--- src/rtl/alu_arbiter.sv ---
// alu_arbiter
//   Shares one combinational ALU between two requesters (r0, r1) with
//   round-robin arbitration. Every operation moves through three phases:
//   IDLE (accept), EXEC (the ALU settles on the registered operands) and
//   RESP (the response is held until the owning requester takes it).
//
// Ports
//   clk, rst                 clock, asynchronous active-high reset
//   rN_valid / rN_ready      request handshake for requester N (0 or 1)
//   rN_src1, rN_src2, rN_ctrl  operands and ALU_control for requester N
//   rN_rsp_valid / rN_rsp_ready  response handshake for requester N
//   rN_result, rN_zcv        captured result and {zero,cout,overflow} flags
//   alu_rst_n                active-low reset for the ALU instance (~rst)
//   alu_src1/src2/ctrl       registered operands driven into the ALU
//   alu_result, alu_zero, alu_cout, alu_overflow  ALU outputs
//   busy                     high whenever an operation is in flight
//   grant                    requester that currently owns the ALU
module alu_arbiter #(
  parameter int DATA_W  = 32,
  parameter int CTRL_W  = 4,
  parameter int RR_INIT = 0
) (
  input  logic              clk,
  input  logic              rst,

  input  logic              r0_valid,
  output logic              r0_ready,
  input  logic [DATA_W-1:0] r0_src1,
  input  logic [DATA_W-1:0] r0_src2,
  input  logic [CTRL_W-1:0] r0_ctrl,
  output logic              r0_rsp_valid,
  input  logic              r0_rsp_ready,
  output logic [DATA_W-1:0] r0_result,
  output logic [2:0]        r0_zcv,

  input  logic              r1_valid,
  output logic              r1_ready,
  input  logic [DATA_W-1:0] r1_src1,
  input  logic [DATA_W-1:0] r1_src2,
  input  logic [CTRL_W-1:0] r1_ctrl,
  output logic              r1_rsp_valid,
  input  logic              r1_rsp_ready,
  output logic [DATA_W-1:0] r1_result,
  output logic [2:0]        r1_zcv,

  output logic              alu_rst_n,
  output logic [DATA_W-1:0] alu_src1,
  output logic [DATA_W-1:0] alu_src2,
  output logic [CTRL_W-1:0] alu_ctrl,
  input  logic [DATA_W-1:0] alu_result,
  input  logic              alu_zero,
  input  logic              alu_cout,
  input  logic              alu_overflow,

  output logic              busy,
  output logic              grant
);

  localparam logic RR_INIT_BIT = 1'(RR_INIT);

  typedef enum logic [1:0] {
    IDLE = 2'd0,
    EXEC = 2'd1,
    RESP = 2'd2
  } state_t;

  state_t state_reg, state_next;
  logic   prio_reg, prio_next;
  logic   grant_reg, grant_next;
  logic   winner;
  logic   accept;

  logic [DATA_W-1:0] src1_reg, src2_reg;
  logic [CTRL_W-1:0] ctrl_reg;

  // Per-requester response state, indexed by requester number.
  logic [1:0]        req_valid;
  logic [1:0]        rsp_ready_vec;
  logic              rsp_valid_reg [2];
  logic [DATA_W-1:0] result_reg    [2];
  logic [2:0]        zcv_reg       [2];

  assign req_valid     = {r1_valid, r0_valid};
  assign rsp_ready_vec = {r1_rsp_ready, r0_rsp_ready};

  // Priority only matters when both ask; a lone requester always wins.
  always_comb begin
    winner = 1'b0;
    if (r0_valid && r1_valid) begin
      winner = prio_reg;
    end else if (r1_valid) begin
      winner = 1'b1;
    end
  end

  assign accept = (state_reg == IDLE) && (r0_valid || r1_valid);

  always_comb begin
    state_next = state_reg;
    prio_next  = prio_reg;
    grant_next = grant_reg;
    case (state_reg)
      IDLE: begin
        if (accept) begin
          grant_next = winner;
          state_next = EXEC;
        end
      end
      EXEC: begin
        state_next = RESP;
      end
      RESP: begin
        if (rsp_ready_vec[grant_reg]) begin
          // Hand priority to the other requester once this one is served.
          prio_next  = ~grant_reg;
          state_next = IDLE;
        end
      end
      default: begin
        state_next = IDLE;
      end
    endcase
  end

  always_ff @(posedge clk or posedge rst) begin
    if (rst) begin
      state_reg <= IDLE;
      prio_reg  <= RR_INIT_BIT;
      grant_reg <= RR_INIT_BIT;
      src1_reg  <= '0;
      src2_reg  <= '0;
      ctrl_reg  <= '0;
    end else begin
      state_reg <= state_next;
      prio_reg  <= prio_next;
      grant_reg <= grant_next;
      // Operands are sampled only on the accept edge; later input changes
      // cannot disturb the operation in flight.
      if (accept) begin
        src1_reg <= winner ? r1_src1 : r0_src1;
        src2_reg <= winner ? r2_sel_src2(r0_src2, r1_src2, winner) : r0_src2;
        ctrl_reg <= winner ? r1_ctrl : r0_ctrl;
      end
    end
  end

  function automatic logic [DATA_W-1:0] r2_sel_src2(
    input logic [DATA_W-1:0] a,
    input logic [DATA_W-1:0] b,
    input logic              sel
  );
    return sel ? b : a;
  endfunction

  // Response capture: only the granted requester's registers move.
  for (genvar gi = 0; gi < 2; gi++) begin : g_rsp
    always_ff @(posedge clk or posedge rst) begin
      if (rst) begin
        rsp_valid_reg[gi] <= 1'b0;
        result_reg[gi]    <= '0;
        zcv_reg[gi]       <= '0;
      end else if (grant_reg == 1'(gi)) begin
        if (state_reg == EXEC) begin
          rsp_valid_reg[gi] <= 1'b1;
          result_reg[gi]    <= alu_result;
          zcv_reg[gi]       <= {alu_zero, alu_cout, alu_overflow};
        end else if (state_reg == RESP && rsp_ready_vec[gi]) begin
          rsp_valid_reg[gi] <= 1'b0;
        end
      end
    end
  end

  assign r0_ready     = (state_reg == IDLE) && req_valid[0] && !winner;
  assign r1_ready     = (state_reg == IDLE) && req_valid[1] &&  winner;

  assign r0_rsp_valid = rsp_valid_reg[0];
  assign r0_result    = result_reg[0];
  assign r0_zcv       = zcv_reg[0];
  assign r1_rsp_valid = rsp_valid_reg[1];
  assign r1_result    = result_reg[1];
  assign r1_zcv       = zcv_reg[1];

  assign alu_rst_n    = ~rst;
  assign alu_src1     = src1_reg;
  assign alu_src2     = src2_reg;
  assign alu_ctrl     = ctrl_reg;

  assign busy         = (state_reg != IDLE);
  assign grant        = grant_reg;

endmodule

--- config.mk ---
export PLATFORM = sky130hd
export DESIGN_NAME = alu_arbiter
export DESIGN_NICKNAME = d
export VERILOG_FILES = /design/src/rtl/alu_arbiter.sv
export SDC_FILE = /design/constraint.sdc
export NUM_CORES = 1
export LEC_CHECK = 0
export ABC_CLOCK_PERIOD_IN_PS = 8570
export CAP_MARGIN = 0
export CELL_PAD_IN_SITES_DETAIL_PLACEMENT = 1
export CELL_PAD_IN_SITES_GLOBAL_PLACEMENT = 2
export CORE_MARGIN = 10
export CORE_UTILIZATION = 23
export CTS_CLUSTER_SIZE = 40
export DETAILED_ROUTE_END_ITERATION = 12
export GPL_TIMING_DRIVEN = 0
export HOLD_SLACK_MARGIN = 0.02
export PLACE_DENSITY = 0.82
export SKIP_LAST_GASP = 1
export SLEW_MARGIN = 15
export SYNTH_ARGS = -nofsm -noshare
export SYNTH_HDL_FRONTEND = slang
export SYNTH_SLANG_ARGS = --single-unit
--- constraint.sdc ---
create_clock -name clk -period 8.57 [get_ports clk]
set_input_delay 2.571 -clock clk [delete_from_list [all_inputs] [get_ports clk]]
set_output_delay 2.571 -clock clk [all_outputs]
set_load 0.01 [all_outputs]
==> results.sh <==
export IMPL_outcome="complete, no violations"
export IMPL_cts_made_buffers=17
export IMPL_wirelength_mm=27.9
export IMPL_start_util=0.234
export IMPL_synth_top_family_by_area="compound AO/OA/AOI/OAI gates"
export IMPL_final_common_cell="clkdlybuf4s50_1"
export IMPL_hold_depth=1
export IMPL_hold_start="r0_result[12]"
export IMPL_row_count=60
export IMPL_synth_compound_area_share=0.181
export IMPL_cts_hold_buf=0
export IMPL_yosys_area_share_simple=0.0713
export IMPL_critPathSlowestCell="clkdlybuf4s50_1"
export IMPL_synth_nets=758
export IMPL_grt_pass1_vias=6647
export IMPL_cts_clk_slew_worst_paths_ns=0.07
export IMPL_hold_violations=0
export IMPL_grt_max_degree=79
export IMPL_synth_seq_area_share=0.569
export IMPL_ant_nets=0
export IMPL_post_cts_buffers=0
export IMPL_reg2reg_to="alu_src2[2]"
export IMPL_min_period_over_period=0.825
export IMPL_worst_pin_slew_ns=0.886
export IMPL_seqPwrFrac=0.316
export IMPL_slew_violations=0
export IMPL_first_iter_violations=201
export IMPL_slew_headroom=0.407
export IMPL_hold_path_class="reg -> reg"
export IMPL_overflow=0
export IMPL_reg2regPathDepth=5
export IMPL_required_ns=6.00
export IMPL_clock_skew_ns=0.0130
export IMPL_num_vias=6029
export IMPL_cts_tree="built"
export IMPL_r2r_slack_ns=6.42
export IMPL_htreeDepth=4
export IMPL_cp_max_fo=10
export IMPL_cp_num_buf_inv=4
export IMPL_switchingPower_w=0.00140
export IMPL_dp_cells=1243
export IMPL_place_hpwl_mm=21.3
export IMPL_syn_inst=581
export IMPL_fillers=3045
export IMPL_drive_gt1_frac=0.136
export IMPL_fmax_mhz=142
export IMPL_grtUsageTotal=0.156
export IMPL_mostFrequentLayoutCells="320 x clkdlybuf4s50_1, 144 x dfrtp_1, 73 x a21oi_1"
export IMPL_synthTopCellsByArea="dfrtp_1 57%, mux2_2 12%, a31oi_1 6.8%"
export IMPL_clkSinkCount=144
export IMPL_muxShareOfSynthArea=0.126
export IMPL_period_needed_ns=7.07
export IMPL_final_area_sq_mm=0.0105
export IMPL_p_per_area_mw_per_mm2=363
export IMPL_finalSetupViolCount=0
export IMPL_fin_cells=1274
export IMPL_critPathMaxStageDelay_ns=0.62
export IMPL_synth_top_area_cell="dfrtp_1"
export IMPL_clk_latency_ns=0.42
export IMPL_synth_xor_area_share=0
export IMPL_antenna_found_initial=2
export IMPL_sw_frac_of_total=0.365
export IMPL_nets=1098
export IMPL_detail_route_first_pass_iterations=4
export IMPL_clkPwrFrac=0.188
export IMPL_power_frac_comb=0.497
export IMPL_yosysUniqueCellTypes=27
export IMPL_netlist_area_leader_share=0.569
export IMPL_ir_worst_vdd_v=0.000107
export IMPL_die_w_um=186
export IMPL_io_pins=322
export IMPL_netlist_area_sq_mm=0.00633
export IMPL_worst_path_most_repeated_cell="clkdlybuf4s50_1"
export IMPL_critical_path_top_delay_family="buffers and inverters"
export IMPL_fin_util=0.390
export IMPL_avgSynthCellArea_sq_um=10.9
export IMPL_crit_type="in -> out"
export IMPL_via_per_inst=4.73
export IMPL_startpoint_type="input port"
export IMPL_crit_arrival_ns=4.50
export IMPL_drc_errors=0
export IMPL_port_buffers=320
export IMPL_globalplace_congestion=0.795
export IMPL_timing_rr_start="state_reg[0]"
export IMPL_cap_violations=0
export IMPL_syn_to_final_growth_pct=66.5
export IMPL_place_area_sq_mm=0.0100
export IMPL_cts_root_buffer="clkbuf_16"
export IMPL_ctsResizeCount=0
export IMPL_grt_pass1_wl_mm=40.9
export IMPL_die_h_um=186
export IMPL_min_to="r0_result[12]"
export IMPL_ys_seq_elements=144
export IMPL_yosysWarnings=0
export IMPL_max_clock_path_buffers=2
export IMPL_path_cells="clkdlybuf4s50_1 > nand2b_1 > buf_2 > buf_4 > nand2_1 > nor2_1 > clkdlybuf4s50_1"
export IMPL_diodes=0
export IMPL_seq_area_sq_mm=0.00360
export IMPL_leakagePower_nw=4.06
export IMPL_synthAdderAreaFrac=0
export IMPL_wl_per_cell_um=21.9
export IMPL_critical_path_endpoint_type="output pin"
export IMPL_cell_internal_pwr_w=0.00243
export IMPL_multi_input_area_sq_mm=0.00239
export IMPL_rsz0062_at_grt="no"
export IMPL_dieArea_sq_mm=0.0346
export IMPL_core_area_sq_mm=0.0270
-- cell families (layout without fill, tap and decap cells) --
kind of cell    after synthesis  count (layout)
compound gates              211             211
flops                       144             144
mux                          71              71
buf+inv                      68             420
simple gates                 87              87
-- worst reg2reg max path, cell delays in order (launching register included) --
cell      delay [ns]
dfrtp_1         0.36
clkbuf_1        0.17
nor2_1          0.72
clkbuf_1        0.49
a21oi_1         0.15
a31oi_1         0.18
-- synthesized netlist by cell type --
cell      instances
nand2b_1          2
dfrtp_1         144
and3_1            1
nand3_2           1
and2_1            1
a21oi_1          73
a31oi_1          69
nand3_1          70
and2b_1           1
o21ai_0          64
buf_6             7
buf_4             4
mux2_1            2
inv_2             1
nor2_1            5
nor2_4            1
clkbuf_2          1
buf_2            11
mux2i_1           1
o22ai_1           1
clkbuf_1         39
o21ai_1           4
nand3b_1          2
mux2_2           68
nand2_1           2
inv_1             5
or2_1             1
-- layout make-up --
type / count / area share
flip-flops and latches: 144 / 0.342
repair buffers: 321 / 0.306
multi-input cells: 369 / 0.227
well taps: 341 / 0.0405
clock buffers: 17 / 0.0403
plain buffers: 62 / 0.0299
clock inverters: 14 / 0.0114
inverters: 6 / 0.00285
-- through the flow --
stage               setup slack (ns)  total power [W]  hold WS (ns)  TNS, ns
CTS                             1.47          0.00390         0.492        0
finish                          1.50          0.00383         0.489        0
floorplan                      0.411          0.00205         0.506        0
global route                    1.40          0.00410         0.506        0
detailed placement              1.49          0.00316         0.476        0
global placement               -2.70          0.00312         0.469   -61.87
-- metal layers --
metal / GRT usage / vias up / routed length, um
met1: 0.180 / 2923 / 11600
met5: 0 / - / 23
li1: - / 2827 / -
met2: 0.258 / 250 / 12900
met3: 0.0675 / 25 / 2950
met4: 0.0439 / 4 / 415
-- how the worst max path moves through the flow --
stage                        start         to  depth (start not counted)
after floorplan                rst  alu_rst_n                          1
final                     r0_valid   r1_ready                          7
after CTS                 r0_valid   r1_ready                          7
after global routing      r0_valid   r1_ready                          7
after detailed placement  r0_valid   r1_ready                          7
after global placement         rst  alu_rst_n                          3
-- power groups by stage --
stage	Clock [W]	Sequential (W)	Combinational [W]
after floorplan	0	0.00137	0.000686
after global routing	0.000777	0.00125	0.00207
final	0.000719	0.00121	0.00190
after detailed placement	0	0.00122	0.00194
after global placement	0	0.00121	0.00191
after CTS	0.000746	0.00121	0.00194
No activity file was read; power rests on OpenSTA's default activity.
